## config.mk

```make
export PLATFORM = sky130hd
export DESIGN_NAME = regfile_port_ctrl_flat
export DESIGN_NICKNAME = d
export VERILOG_FILES = /design/src/rtl/y86_pkg.sv /design/src/rtl/regfile_port_ctrl_if.sv /design/src/rtl/regfile_port_ctrl.sv /design/src/flat_wrapper.sv
export SDC_FILE = /design/constraint.sdc
export NUM_CORES = 1
export LEC_CHECK = 0
export CAP_MARGIN = 20
export CORE_AREA = 2 2 215 217
export CTS_CLUSTER_SIZE = 10
export DETAILED_ROUTE_END_ITERATION = 10
export DIE_AREA = 0 0 217 219
export PLACE_DENSITY = 0.52
export SETUP_SLACK_MARGIN = 0.2
export SLEW_MARGIN = 20
export SYNTH_ARGS = -nofsm -noshare
export SYNTH_HDL_FRONTEND = slang
export SYNTH_SLANG_ARGS = --single-unit
```

## constraint.sdc

```tcl
create_clock -name clock -period 6.4 [get_ports clock]
set_input_delay 0.96 -clock clock [delete_from_list [all_inputs] [get_ports clock]]
set_output_delay 0.96 -clock clock [all_outputs]
set_load 0.02 [all_outputs]
```

## src/rtl/y86_pkg.sv

```systemverilog
// Shared Y86 register codes, controller state encoding and default data width.
package y86_pkg;

    localparam int unsigned DEF_WIDTH = 64;

    localparam logic [3:0] RRAX   = 4'h0;
    localparam logic [3:0] RRCX   = 4'h1;
    localparam logic [3:0] RRDX   = 4'h2;
    localparam logic [3:0] RRBX   = 4'h3;
    localparam logic [3:0] RRSP   = 4'h4;
    localparam logic [3:0] RRBP   = 4'h5;
    localparam logic [3:0] RRSI   = 4'h6;
    localparam logic [3:0] RRDI   = 4'h7;
    localparam logic [3:0] R8     = 4'h8;
    localparam logic [3:0] R9     = 4'h9;
    localparam logic [3:0] R10    = 4'hA;
    localparam logic [3:0] R11    = 4'hB;
    localparam logic [3:0] R12    = 4'hC;
    localparam logic [3:0] R13    = 4'hD;
    localparam logic [3:0] R14    = 4'hE;
    localparam logic [3:0] RRNONE = 4'hF;

    localparam logic [1:0] INIT  = 2'd0;
    localparam logic [1:0] RUN   = 2'd1;
    localparam logic [1:0] FORCE = 2'd2;

endpackage

```

## src/rtl/regfile_port_ctrl_if.sv

```systemverilog
// Debug requester handshake: valid/ready request channel plus registered read return.
interface regfile_port_ctrl_if
    import y86_pkg::*;
#(
    parameter int unsigned WIDTH = DEF_WIDTH
);
    logic             dbg_valid;
    logic             dbg_ready;
    logic             dbg_write;
    logic [3:0]       dbg_reg;
    logic [WIDTH-1:0] dbg_wdata;
    logic             dbg_rvalid;
    logic [WIDTH-1:0] dbg_rdata;

    modport master (
        output dbg_valid, dbg_write, dbg_reg, dbg_wdata,
        input  dbg_ready, dbg_rvalid, dbg_rdata
    );

    modport slave (
        input  dbg_valid, dbg_write, dbg_reg, dbg_wdata,
        output dbg_ready, dbg_rvalid, dbg_rdata
    );
endinterface

```

## src/rtl/regfile_port_ctrl.sv

```systemverilog
// Owns the register file write ports and read port A: clears r0..r14 after reset, then
// arbitrates between the pipeline and a debug requester, escalating to a stall on starvation.
module regfile_port_ctrl
    import y86_pkg::*;
#(
    parameter int unsigned WIDTH    = DEF_WIDTH,
    parameter int unsigned NREGS    = 15,
    parameter int unsigned MAX_WAIT = 8,
    parameter int unsigned WCNT_W   = 4
) (
    input  logic              clock,
    input  logic              reset,
    input  logic [3:0]        p_dstE,
    input  logic [WIDTH-1:0]  p_valE,
    input  logic [3:0]        p_dstM,
    input  logic [WIDTH-1:0]  p_valM,
    input  logic [3:0]        p_srcA,
    output logic [WIDTH-1:0]  p_valA,
    input  logic              pipe_idle,
    output logic              stall_req,
    output logic [3:0]        rf_dstE,
    output logic [WIDTH-1:0]  rf_valE,
    output logic [3:0]        rf_dstM,
    output logic [WIDTH-1:0]  rf_valM,
    output logic [3:0]        rf_srcA,
    input  logic [WIDTH-1:0]  rf_valA,
    output logic              init_done,
    regfile_port_ctrl_if.slave dbg
);

    logic [1:0]        state_q, state_d;
    logic [3:0]        init_cnt_q, init_cnt_d;
    logic [WCNT_W-1:0] wait_cnt_q, wait_cnt_d;
    logic              init_done_q, init_done_d;
    logic              rvalid_q, rvalid_d;
    logic [WIDTH-1:0]  rdata_q, rdata_d;

    logic dbg_ready;
    logic xfer;
    logic wr_ok;
    logic rd_ok;

    assign p_valA         = rf_valA;
    assign init_done      = init_done_q;
    assign dbg.dbg_ready  = dbg_ready;
    assign dbg.dbg_rvalid = rvalid_q;
    assign dbg.dbg_rdata  = rdata_q;

    // Port muxing and handshake.
    always_comb begin
        rf_dstE   = p_dstE;
        rf_valE   = p_valE;
        rf_dstM   = p_dstM;
        rf_valM   = p_valM;
        rf_srcA   = p_srcA;
        stall_req = 1'b0;
        dbg_ready = 1'b0;
        wr_ok     = dbg.dbg_write & (p_dstE == RRNONE) & (p_dstM == RRNONE);
        rd_ok     = ~dbg.dbg_write & (p_srcA == RRNONE);

        case (state_q)
            RUN: begin
                dbg_ready = dbg.dbg_valid & (pipe_idle | wr_ok | rd_ok);
            end
            FORCE: begin
                stall_req = 1'b1;
                dbg_ready = dbg.dbg_valid & pipe_idle;
            end
            default: begin
                rf_dstE   = init_cnt_q;
                rf_valE   = '0;
                rf_dstM   = RRNONE;
                rf_valM   = '0;
                rf_srcA   = RRNONE;
                stall_req = 1'b1;
            end
        endcase

        xfer = dbg.dbg_valid & dbg_ready;

        if (xfer) begin
            if (dbg.dbg_write) begin
                rf_dstE = dbg.dbg_reg;
                rf_valE = dbg.dbg_wdata;
                rf_dstM = RRNONE;
            end else begin
                rf_srcA = dbg.dbg_reg;
            end
        end
    end

    // Sequencing, starvation counter and read-data capture.
    always_comb begin
        state_d     = state_q;
        init_cnt_d  = init_cnt_q;
        wait_cnt_d  = wait_cnt_q;
        init_done_d = init_done_q;
        rvalid_d    = xfer & ~dbg.dbg_write;
        rdata_d     = rdata_q;

        // Code F has no backing register, so its read value is defined as zero here.
        if (xfer && !dbg.dbg_write) begin
            rdata_d = (dbg.dbg_reg == RRNONE) ? '0 : rf_valA;
        end

        case (state_q)
            RUN: begin
                if (!dbg.dbg_valid || xfer) begin
                    wait_cnt_d = '0;
                end else begin
                    wait_cnt_d = wait_cnt_q + 1'b1;
                    if (wait_cnt_d == WCNT_W'(MAX_WAIT)) begin
                        state_d = FORCE;
                    end
                end
            end
            FORCE: begin
                if (!dbg.dbg_valid || xfer) begin
                    wait_cnt_d = '0;
                    state_d    = RUN;
                end
            end
            default: begin
                wait_cnt_d = '0;
                init_cnt_d = init_cnt_q + 1'b1;
                if (init_cnt_q == 4'(NREGS - 1)) begin
                    state_d     = RUN;
                    init_done_d = 1'b1;
                end
            end
        endcase
    end

    always_ff @(posedge clock or negedge reset) begin
        if (!reset) begin
            state_q     <= INIT;
            init_cnt_q  <= '0;
            wait_cnt_q  <= '0;
            init_done_q <= 1'b0;
            rvalid_q    <= 1'b0;
            rdata_q     <= '0;
        end else begin
            state_q     <= state_d;
            init_cnt_q  <= init_cnt_d;
            wait_cnt_q  <= wait_cnt_d;
            init_done_q <= init_done_d;
            rvalid_q    <= rvalid_d;
            rdata_q     <= rdata_d;
        end
    end

endmodule
```

## src/flat_wrapper.sv

```systemverilog
// flat-port wrapper written by rule: the top's interface ports become plain ports
module regfile_port_ctrl_flat import y86_pkg::*;
#(
    parameter int unsigned WIDTH    = DEF_WIDTH,
    parameter int unsigned NREGS    = 15,
    parameter int unsigned MAX_WAIT = 8,
    parameter int unsigned WCNT_W   = 4
)
  (clock, reset, p_dstE, p_valE, p_dstM, p_valM, p_srcA, p_valA, pipe_idle, stall_req, rf_dstE, rf_valE, rf_dstM, rf_valM, rf_srcA, rf_valA, init_done, dbg_dbg_valid, dbg_dbg_write, dbg_dbg_reg, dbg_dbg_wdata, dbg_dbg_ready, dbg_dbg_rvalid, dbg_dbg_rdata);
  regfile_port_ctrl_if #(.WIDTH(WIDTH)) dbg_i ();
  input  logic clock;
  input  logic reset;
  input  logic [3:0] p_dstE;
  input  logic [WIDTH-1:0] p_valE;
  input  logic [3:0] p_dstM;
  input  logic [WIDTH-1:0] p_valM;
  input  logic [3:0] p_srcA;
  output logic [WIDTH-1:0] p_valA;
  input  logic pipe_idle;
  output logic stall_req;
  output logic [3:0] rf_dstE;
  output logic [WIDTH-1:0] rf_valE;
  output logic [3:0] rf_dstM;
  output logic [WIDTH-1:0] rf_valM;
  output logic [3:0] rf_srcA;
  input  logic [WIDTH-1:0] rf_valA;
  output logic init_done;
  input wire logic [$bits(dbg_i.dbg_valid)-1:0] dbg_dbg_valid;
  input wire logic [$bits(dbg_i.dbg_write)-1:0] dbg_dbg_write;
  input wire logic [$bits(dbg_i.dbg_reg)-1:0] dbg_dbg_reg;
  input wire logic [$bits(dbg_i.dbg_wdata)-1:0] dbg_dbg_wdata;
  output wire logic [$bits(dbg_i.dbg_ready)-1:0] dbg_dbg_ready;
  output wire logic [$bits(dbg_i.dbg_rvalid)-1:0] dbg_dbg_rvalid;
  output wire logic [$bits(dbg_i.dbg_rdata)-1:0] dbg_dbg_rdata;
  assign dbg_i.dbg_valid = dbg_dbg_valid;
  assign dbg_i.dbg_write = dbg_dbg_write;
  assign dbg_i.dbg_reg = dbg_dbg_reg;
  assign dbg_i.dbg_wdata = dbg_dbg_wdata;
  assign dbg_dbg_ready = dbg_i.dbg_ready;
  assign dbg_dbg_rvalid = dbg_i.dbg_rvalid;
  assign dbg_dbg_rdata = dbg_i.dbg_rdata;
  regfile_port_ctrl #(.WIDTH(WIDTH), .NREGS(NREGS), .MAX_WAIT(MAX_WAIT), .WCNT_W(WCNT_W)) u_core (.clock(clock), .reset(reset), .p_dstE(p_dstE), .p_valE(p_valE), .p_dstM(p_dstM), .p_valM(p_valM), .p_srcA(p_srcA), .p_valA(p_valA), .pipe_idle(pipe_idle), .stall_req(stall_req), .rf_dstE(rf_dstE), .rf_valE(rf_valE), .rf_dstM(rf_dstM), .rf_valM(rf_valM), .rf_srcA(rf_srcA), .rf_valA(rf_valA), .init_done(init_done), .dbg(dbg_i));
endmodule
```

# After elaboration in Yosys (flattened, before gate mapping)
# Index checks and enable logic that the tools add are counted.
[totals]
ff_bits = 76
out_inout_bits = 272
[op_classes]
n_addsub = 2
eq_ne = 11
mux = 24
bitwise_logic = 11
n_reduce_logical = 8
[ops]
columns = ["operator", "count"]
rows = [
  ["$mux 64", 5],
  ["$mux 4", 11],
  ["$eq 4x4->1 const B", 6],
  ["$add 4x1->4 const B", 2],
  ["$mux 2", 4],
  ["$pmux 4 s2", 1],
  ["$and 1x1->1", 7],
  ["$ne 2x1->1 const B", 2],
  ["$pmux 2 s2", 1],
  ["$reduce_and 4->1", 1],
  ["$reduce_bool 3->1", 1],
  ["$eq 2x1->1 const B", 1],
  ["$eq 2x2->1 const B", 1],
  ["$logic_not 1->1", 2],
  ["$ne 2x2->1 const B", 1],
  ["$not 1->1", 2],
  ["$or 1x1->1", 2],
  ["$pmux 1 s2", 1],
  ["$reduce_and 2->1", 1],
  ["$reduce_or 2->1", 1],
  ["$logic_and 1x1->1", 1],
  ["$logic_or 1x1->1", 1],
  ["$mux 1", 1],
]

# Logic depth before layout (Yosys ltp)
# Gate-level depths: netlist of the first run.
[depth]
word_depth = 11
ltp_mapped = 9
ltp_nobuf = 6

# Least setup slack after synthesis of the first run
# OpenSTA, ideal clock, no wires.
[synth_timing]
path_kind = "input-to-output"
startpoint = "input port dbg_dbg_write"
endpoint = "output port rf_srcA[0]"
t_arrival_ns = 2.592
t_required_ns = 5.440
slack_ns = 2.848
stages = 6
path_buffers = 2
cell_sequence = "nand3b_1 -> or4_4 -> a311oi_2 -> buf_2 -> buf_4 -> mux2i_1"
[synth_via]
elab_chain_len = 8
[synth_rtl]
columns = ["item", "line_no", "text"]
rows = [
  ["start, declared", "flat_wrapper.sv:29", "input wire logic [$bits(dbg_i.dbg_write)-1:0] dbg_dbg_write;"],
  ["$and 1x1->1 (2 in a row)", "regfile_port_ctrl.sv:58", "wr_ok = dbg.dbg_write & (p_dstE == RRNONE) & (p_dstM == RRNONE);"],
  ["$or 1x1->1 (2 in a row)", "regfile_port_ctrl.sv:63", "dbg_ready = dbg.dbg_valid & (pipe_idle | wr_ok | rd_ok);"],
  ["$and 1x1->1", "regfile_port_ctrl.sv:63", ""],
  ["$pmux 1 s2", "regfile_port_ctrl.sv:61", "case (state_q)"],
  ["$and 1x1->1", "regfile_port_ctrl.sv:79", "xfer = dbg.dbg_valid & dbg_ready;"],
  ["$mux 4 *", "regfile_port_ctrl.sv:81", "if (xfer) begin"],
  ["end, declared", "flat_wrapper.sv:25", "output logic [3:0] rf_srcA;"],
]
# Every way passes the cells marked *; elsewhere a longest branch is shown, timed or not.

# Final worst setup path of the first run
[layout_timing]
startpoint = "input port dbg_dbg_write"
endpoint = "output port rf_valE[42]"
[layout_via]
elab_chain_len = 8
[layout_rtl]
columns = ["item", "line_no", "text"]
rows = [
  ["$and 1x1->1 (2 in a row)", "regfile_port_ctrl.sv:58", ""],
  ["$or 1x1->1 (2 in a row)", "regfile_port_ctrl.sv:63", ""],
  ["$and 1x1->1", "regfile_port_ctrl.sv:63", ""],
  ["$pmux 1 s2", "regfile_port_ctrl.sv:61", ""],
  ["$and 1x1->1", "regfile_port_ctrl.sv:79", ""],
  ["$mux 64 *", "regfile_port_ctrl.sv:81", ""],
  ["end, declared", "flat_wrapper.sv:22", "output logic [WIDTH-1:0] rf_valE;"],
]
# Marks and branches as above.

==> metrics.cfg, run 1 <==
[run_status]
status = finished clean

[cts]
clock_latency_ns = 0.37
cts_hold_buf = 0
cts_setup_buffers = 0
htree_levels = 3
clkSinkCount = 76
path_clk_slew_ns = 0.07
clockBufferDepth = 2
cts-buffers-inserted = 9
cts_root_buf = clkbuf_16
cts_tree = done
cts_resized = 0

[global_routing]
top_usage_layer = met2
antenna_found_initial = 2
grt_pass1_wl_um = 42800
met3_usage_pct = 4.50
use_met2_pct = 20.4
grt-ovfl-total = 0
grt_max_degree = 88
grtUsageTotal_pct = 12.1
grt_pass1_vias = 6899
grt_use_met1_pct = 13.0

[routing]
wl_um = 30300
route.detailed.drc = 0
ant_nets = 0
drt_first_iter_violations = 275
dr.pass1.iters = 4
vias = 6866
wire_per_inst_um = 17.0
avgViaCountPerCell = 3.84

[worst_setup_path]
r2r_cells = 8
worstPathArrival_ns = 3.96
r2r_end = u_core.dbg.dbg_rdata[48]$_DFFE_PN0P_
crit_type = in2out
crit_fanout = 40
crit_path_start_kind = input pin
ff2ff_setup_slack_ns = 2.81
critPathCaptureType = output pin
worst_ep_required_time_ns = 5.44
r2r_start = u_core.state_q[0]$_DFFE_PN0P_

[sta]
slew_headroom_pct = 43.6
rsz0062_at_grt = false
whs_ns = 0.459
tns_ns = 0
setup_violations = 0
finalMaxSlewViolations = 0
fin_crit_ns = 4.92
fin_crit_sh_pct = 76.8
tightest_slew_ns = 0.847
finalClockSkew_ns = 0.00689
max_freq_mhz = 203
fin_ws_ns = 1.48
finalHoldViolCount = 0

[synth]
synth_nets = 1019
synth_area_um2 = 5720
syn_inst = 737
ys_ff_latch = 76
ys_seq_area_share_pct = 33.2
syn-mean-instance-area_um2 = 7.76
ys_types = 39
yosys_warnings = 0

[placed_design]
place_area_um2 = 11300
preCtsSetupSlack_ns = 1.50
routabilityCongestion = 0.876
hpwl_um = 24600
numPortBuffers = 548

[layout]
final_area_um2 = 11600
nFillCells = 4906
final_util_pct = 25.8
final_common_cell = clkdlybuf4s50_1
area_growth_pct = 103
drive_gt1_share_pct = 2.87
layout_common_cells = clkdlybuf4s50_1, dfrtp_1, inv_1
final_nets = 1462

[run]
maxCapViolCount = 0

[floorplan]
core_area_um2 = 45100
dieArea_um2 = 47500
rows = 78
fp.dieW_um = 217
pin_count = 549
die-height_um = 219
start_util_pct = 12.7

[pwr]
power_density_nw_per_um2 = 235
peakVddDrop_v = 0.000127
p_leak_nw = 4.64

[min_path]
hold_class = in2async

[cells in the mapped netlist, drive strengths merged]
cell type	n	share of area, %
a21oi	66	5.8
a41oi	1	0.15
nor3	1	0.087
mux2	2	0.39
ha	5	1.1
a22oi	3	0.39
nand3	66	5.8
and4	1	0.15
buf	75	9.9
or4	2	0.33
a41o	2	0.35
o22ai	1	0.11
a2bb2oi	3	0.46
a311oi	1	0.26
nand2b	1	0.11
nand2	72	4.7
nand3b	1	0.13
mux2i	68	12
or3	5	0.55
o21ai	69	6.0
clkbuf	49	3.2
nand4b	1	0.15
and4b	1	0.17
nand4	3	0.33
xor2	2	0.31
nor2	11	0.72
and3	1	0.11
o22a	1	0.15
a31oi	6	0.66
xnor2	2	0.31
dfrtp	76	33
and2	1	0.11
nor2b	64	7.0
inv	74	4.9
[report_power, final]
group | leakage (nW) | internal [mW] | switching (mW)
clock | 0.154 | 0.312 | 0.245
sequential | 0.897 | 0.611 | 0.0793
combinational | 3.59 | 0.728 | 0.764
[through the flow]
step	power [mW]	cells
2_1_floorplan	1.38	737
3_3_place_gp	2.20	1769
3_5_place_dp	2.20	1769
4_1_cts	2.80	1785
5_1_grt	2.90	1787
6_report	2.74	1787
[logic make-up after synthesis]
kind of cell             count (synthesis)  synth area share [%]
multiplexers                            70                  12.3
buffers and inverters                  198                  18.0
AO/OA/AOI/OAI                          153                  14.3
AND/OR/NAND/NOR                        231                  20.5
XOR/XNOR                                 4                 0.613
flip-flops                              76                  33.2
adder cells (fa/ha/maj)                  5                  1.09
[worst max path at each step]
| stage | startpoint | depth (start not counted) | slack (ns) | endpoint |
|---|---|---|---|---|
| final | dbg_dbg_write | 6 | 1.48 | rf_valE[42] |
| after global routing | dbg_dbg_write | 6 | 1.37 | rf_valE[41] |
| after CTS | p_dstE[2] | 7 | 1.51 | rf_valE[41] |
| after detailed placement | p_dstE[2] | 7 | 1.50 | rf_valE[41] |
| after global placement | p_dstE[2] | 7 | 1.48 | rf_valE[42] |
| after floorplan | dbg_dbg_write | 6 | 2.85 | rf_srcA[0] |
[sequential cells by signal (all words and copies together) (netlist names)]
name                   flops
u_core.init_done           1
u_core.dbg.dbg_rdata      64
u_core.init_cnt_q          4
u_core.dbg.dbg_rvalid      1
u_core.state_q             2
u_core.wait_cnt_q          4
[routing by layer]
layer	wire length, um	share of wire (%)	up-vias
li1	-	-	3272
met1	11600	38	3172
met2	14200	47	375
met3	2930	9.7	47
met4	1570	5.2	0
met5	0	0	-
[critical path, cell delays in order]
cell             delay, ns
clkdlybuf4s50_1       0.73
and2_2                0.62
buf_4                 0.51
nand3_1               0.13
a21oi_1               0.32
clkdlybuf4s50_1       0.68
[final cells by class]
type | count | area (um^2) | share of cell area (%)
inverters | 74 | 278 | 2.39
flip-flops and latches | 76 | 1900 | 16.3
repair buffers | 556 | 5540 | 47.6
multi-input cells | 463 | 2840 | 24.4
diodes | 2 | 5.00 | 0.0430
clock inverters | 7 | 85.1 | 0.731
well taps | 600 | 751 | 6.45
clock buffers | 9 | 225 | 1.94
Note: power is estimated with default switching activity, not from simulation.
==> inputs of run 2 (changes only) <==
--- a/config.mk
+++ b/config.mk
@@ -6,11 +6,11 @@
 export NUM_CORES = 1
 export LEC_CHECK = 0
 export CAP_MARGIN = 20
-export CORE_AREA = 2 2 215 217
+export CORE_AREA = 2 2 213 215
 export CTS_CLUSTER_SIZE = 10
 export DETAILED_ROUTE_END_ITERATION = 10
-export DIE_AREA = 0 0 217 219
-export PLACE_DENSITY = 0.52
+export DIE_AREA = 0 0 215 217
+export PLACE_DENSITY = 0.54
 export SETUP_SLACK_MARGIN = 0.2
 export SLEW_MARGIN = 20
 export SYNTH_ARGS = -nofsm -noshare
==> constraint.sdc (replaced) <==
create_clock -name clock -period 4 [get_ports clock]
set_input_delay 0.6 -clock clock [delete_from_list [all_inputs] [get_ports clock]]
set_output_delay 0.6 -clock clock [all_outputs]
set_load 0.02 [all_outputs]
==> metrics.cfg, run 2 (same netlist as run 1, synthesis figures left out) <==
[global_routing]
grt_max_degree = 93  ; +5.7%
antenna_found_initial = 2  ; unchanged
grt-ovfl-total = 0  ; unchanged
grt_pass1_vias = 6982  ; +1.2%
grt_pass1_wl_um = 43700  ; +2.2%
grtUsageTotal_pct = 12.4  ; +0.23 points

[cts]
clkSinkCount = 76  ; unchanged
cts-buffers-inserted = 9  ; unchanged
path_clk_slew_ns = 0.07  ; about the same
cts_hold_buf = 0  ; unchanged
clock_latency_ns = 0.36  ; about the same
clockBufferDepth = 2  ; unchanged
htree_levels = 3  ; unchanged
cts_tree = done
cts_root_buf = clkbuf_16

[layout]
layout_common_cells = clkdlybuf4s50_1, dfrtp_1, inv_1
final_nets = 1475  ; +0.89%
drive_gt1_share_pct = 4.26  ; +1.4 points
regArea_um2 = 1900  ; unchanged
nFillCells = 4899  ; -0.14%
largest_register_ffs = 64  ; unchanged
final_util_pct = 26.4  ; +0.56 points
area_growth_pct = 106
multi_input_area_um2 = 2840  ; -0.18%
final_common_cell = clkdlybuf4s50_1

[sta]
whs_ns = 0.326  ; -0.133 ns
rsz0062_at_grt = false
finalHoldViolCount = 0  ; unchanged
finalMaxSlewViolations = 0  ; unchanged
slew_headroom_pct = 38.9  ; -4.7 points
fin_crit_ns = 3.66
tns_ns = 0  ; unchanged
fin_crit_sh_pct = 91.6
max_freq_mhz = 273
fin_ws_ns = 0.337  ; -1.14 ns
setup_violations = 0  ; unchanged
tightest_slew_ns = 0.917  ; +0.0700 ns
finalClockSkew_ns = 0.0170  ; +0.0101 ns

[worst_setup_path]
cpLargestDelayFamily = buffers and inverters
r2r_cells = 8  ; unchanged
critPathCapture = rf_srcA[2]
critical_path.max_stage_delay_ns = 0.63  ; -0.10 ns
crit_fanout = 4  ; -90%
cp_slowest_cell = clkdlybuf4s50_1
worstPathArrival_ns = 3.06  ; -0.90 ns
r2r_end = u_core.dbg.dbg_rdata[56]$_DFFE_PN0P_
crit_type = in2out
r2r_start = u_core.state_q[0]$_DFFE_PN0P_
crit_top_cell = clkdlybuf4s50_1
worst_ep_required_time_ns = 3.40  ; -2.04 ns
cp.depth = 7  ; +1
critPathCaptureType = output pin
crit_path_start_kind = input pin
path_buf_inv = 3  ; unchanged
path_cells = clkdlybuf4s50_1 -> nand3b_1 -> or4_4 -> a311oi_4 -> buf_4 -> mux2i_1 -> clkdlybuf4s50_1
ff2ff_setup_slack_ns = 0.88  ; -1.93 ns
startpoint = dbg_dbg_write

[floorplan]
core_area_um2 = 44700  ; -0.87%
die-height_um = 217  ; -0.91%
dieArea_um2 = 46700  ; -1.8%
fp.dieW_um = 215  ; -0.92%
pin_count = 549  ; unchanged
rows = 78  ; unchanged
start_util_pct = 12.8  ; +0.11 points

[min_path]
hold_class = in2async

[routing]
avgViaCountPerCell = 3.84  ; about the same
vias = 6907  ; +0.60%
wire_per_inst_um = 16.9  ; -0.31%
dr.pass1.iters = 4  ; unchanged
wl_um = 30400  ; +0.36%
drt_first_iter_violations = 338  ; +23%
ant_nets = 0  ; unchanged
route.detailed.drc = 0  ; unchanged

[run_status]
status = finished clean

[placed_design]
hpwl_um = 24600  ; +0.15%
routabilityCongestion = 0.864  ; -1.3%
numPortBuffers = 548  ; unchanged
preCtsSetupSlack_ns = 0.273  ; -1.23 ns

[run]
maxCapViolCount = 0  ; unchanged

[pwr]
p_leak_nw = 4.75  ; +2.4%
peakVddDrop_v = 0.000186  ; +47%
fin_total_pwr_mw = 4.41  ; +61%
power_density_nw_per_um2 = 374  ; +59%

## run 2: metrics by stage
stage	cell area, um^2	instances
global route	11800	1798
finish	11800	1799
floorplan	5720	737
global placement	11400	1779
detailed placement	11400	1779
CTS	11700	1795
## run 2: timing repair
| action | 4_1_cts | 5_1_grt |
|---|---|---|
| setup buffers | 0 | 3 |
| gates resized for setup | 0 | 3 |
| setup endpoints to repair | 0 | 4 |
## run 2: power breakdown
group,internal (mW),total (mW),switching (mW)
Combinational,1.17,2.41,1.24
Sequential,0.977,1.11,0.133
Clock,0.494,0.887,0.393
## run 2: worst min path at each step
stage / startpoint / to / slack (ns)
global placement: u_core.init_done$_DFFE_PN0P_ / u_core.init_done$_DFFE_PN0P_ / 0.47
floorplan: reset / u_core.dbg.dbg_rdata[0]$_DFFE_PN0P_ / 0.30
finish: reset / u_core.dbg.dbg_rdata[54]$_DFFE_PN0P_ / 0.33
CTS: reset / u_core.dbg.dbg_rdata[2]$_DFFE_PN0P_ / 0.33
detailed placement: u_core.init_done$_DFFE_PN0P_ / u_core.init_done$_DFFE_PN0P_ / 0.49
global route: reset / u_core.dbg.dbg_rdata[54]$_DFFE_PN0P_ / 0.36
## run 2: layout make-up
cell class / count / share of cell area, %
diodes: 1 / 0.0212
clock buffers: 9 / 1.91
clock inverters: 7 / 0.701
inverters: 74 / 2.36
multi-input cells: 463 / 24.1
flip-flops and latches: 76 / 16.1
well taps: 600 / 6.37
repair buffers: 569 / 48.4
## run 2: per-layer routing
layer / GRT usage, % / up-vias / part of all wire [%]
met1: 13.5 / 3217 / 38
met2: 21.4 / 353 / 49
met5: 0 / - / 0.043
met4: 5.98 / 2 / 4.2
met3: 4.42 / 44 / 8.9
li1: - / 3291 / -
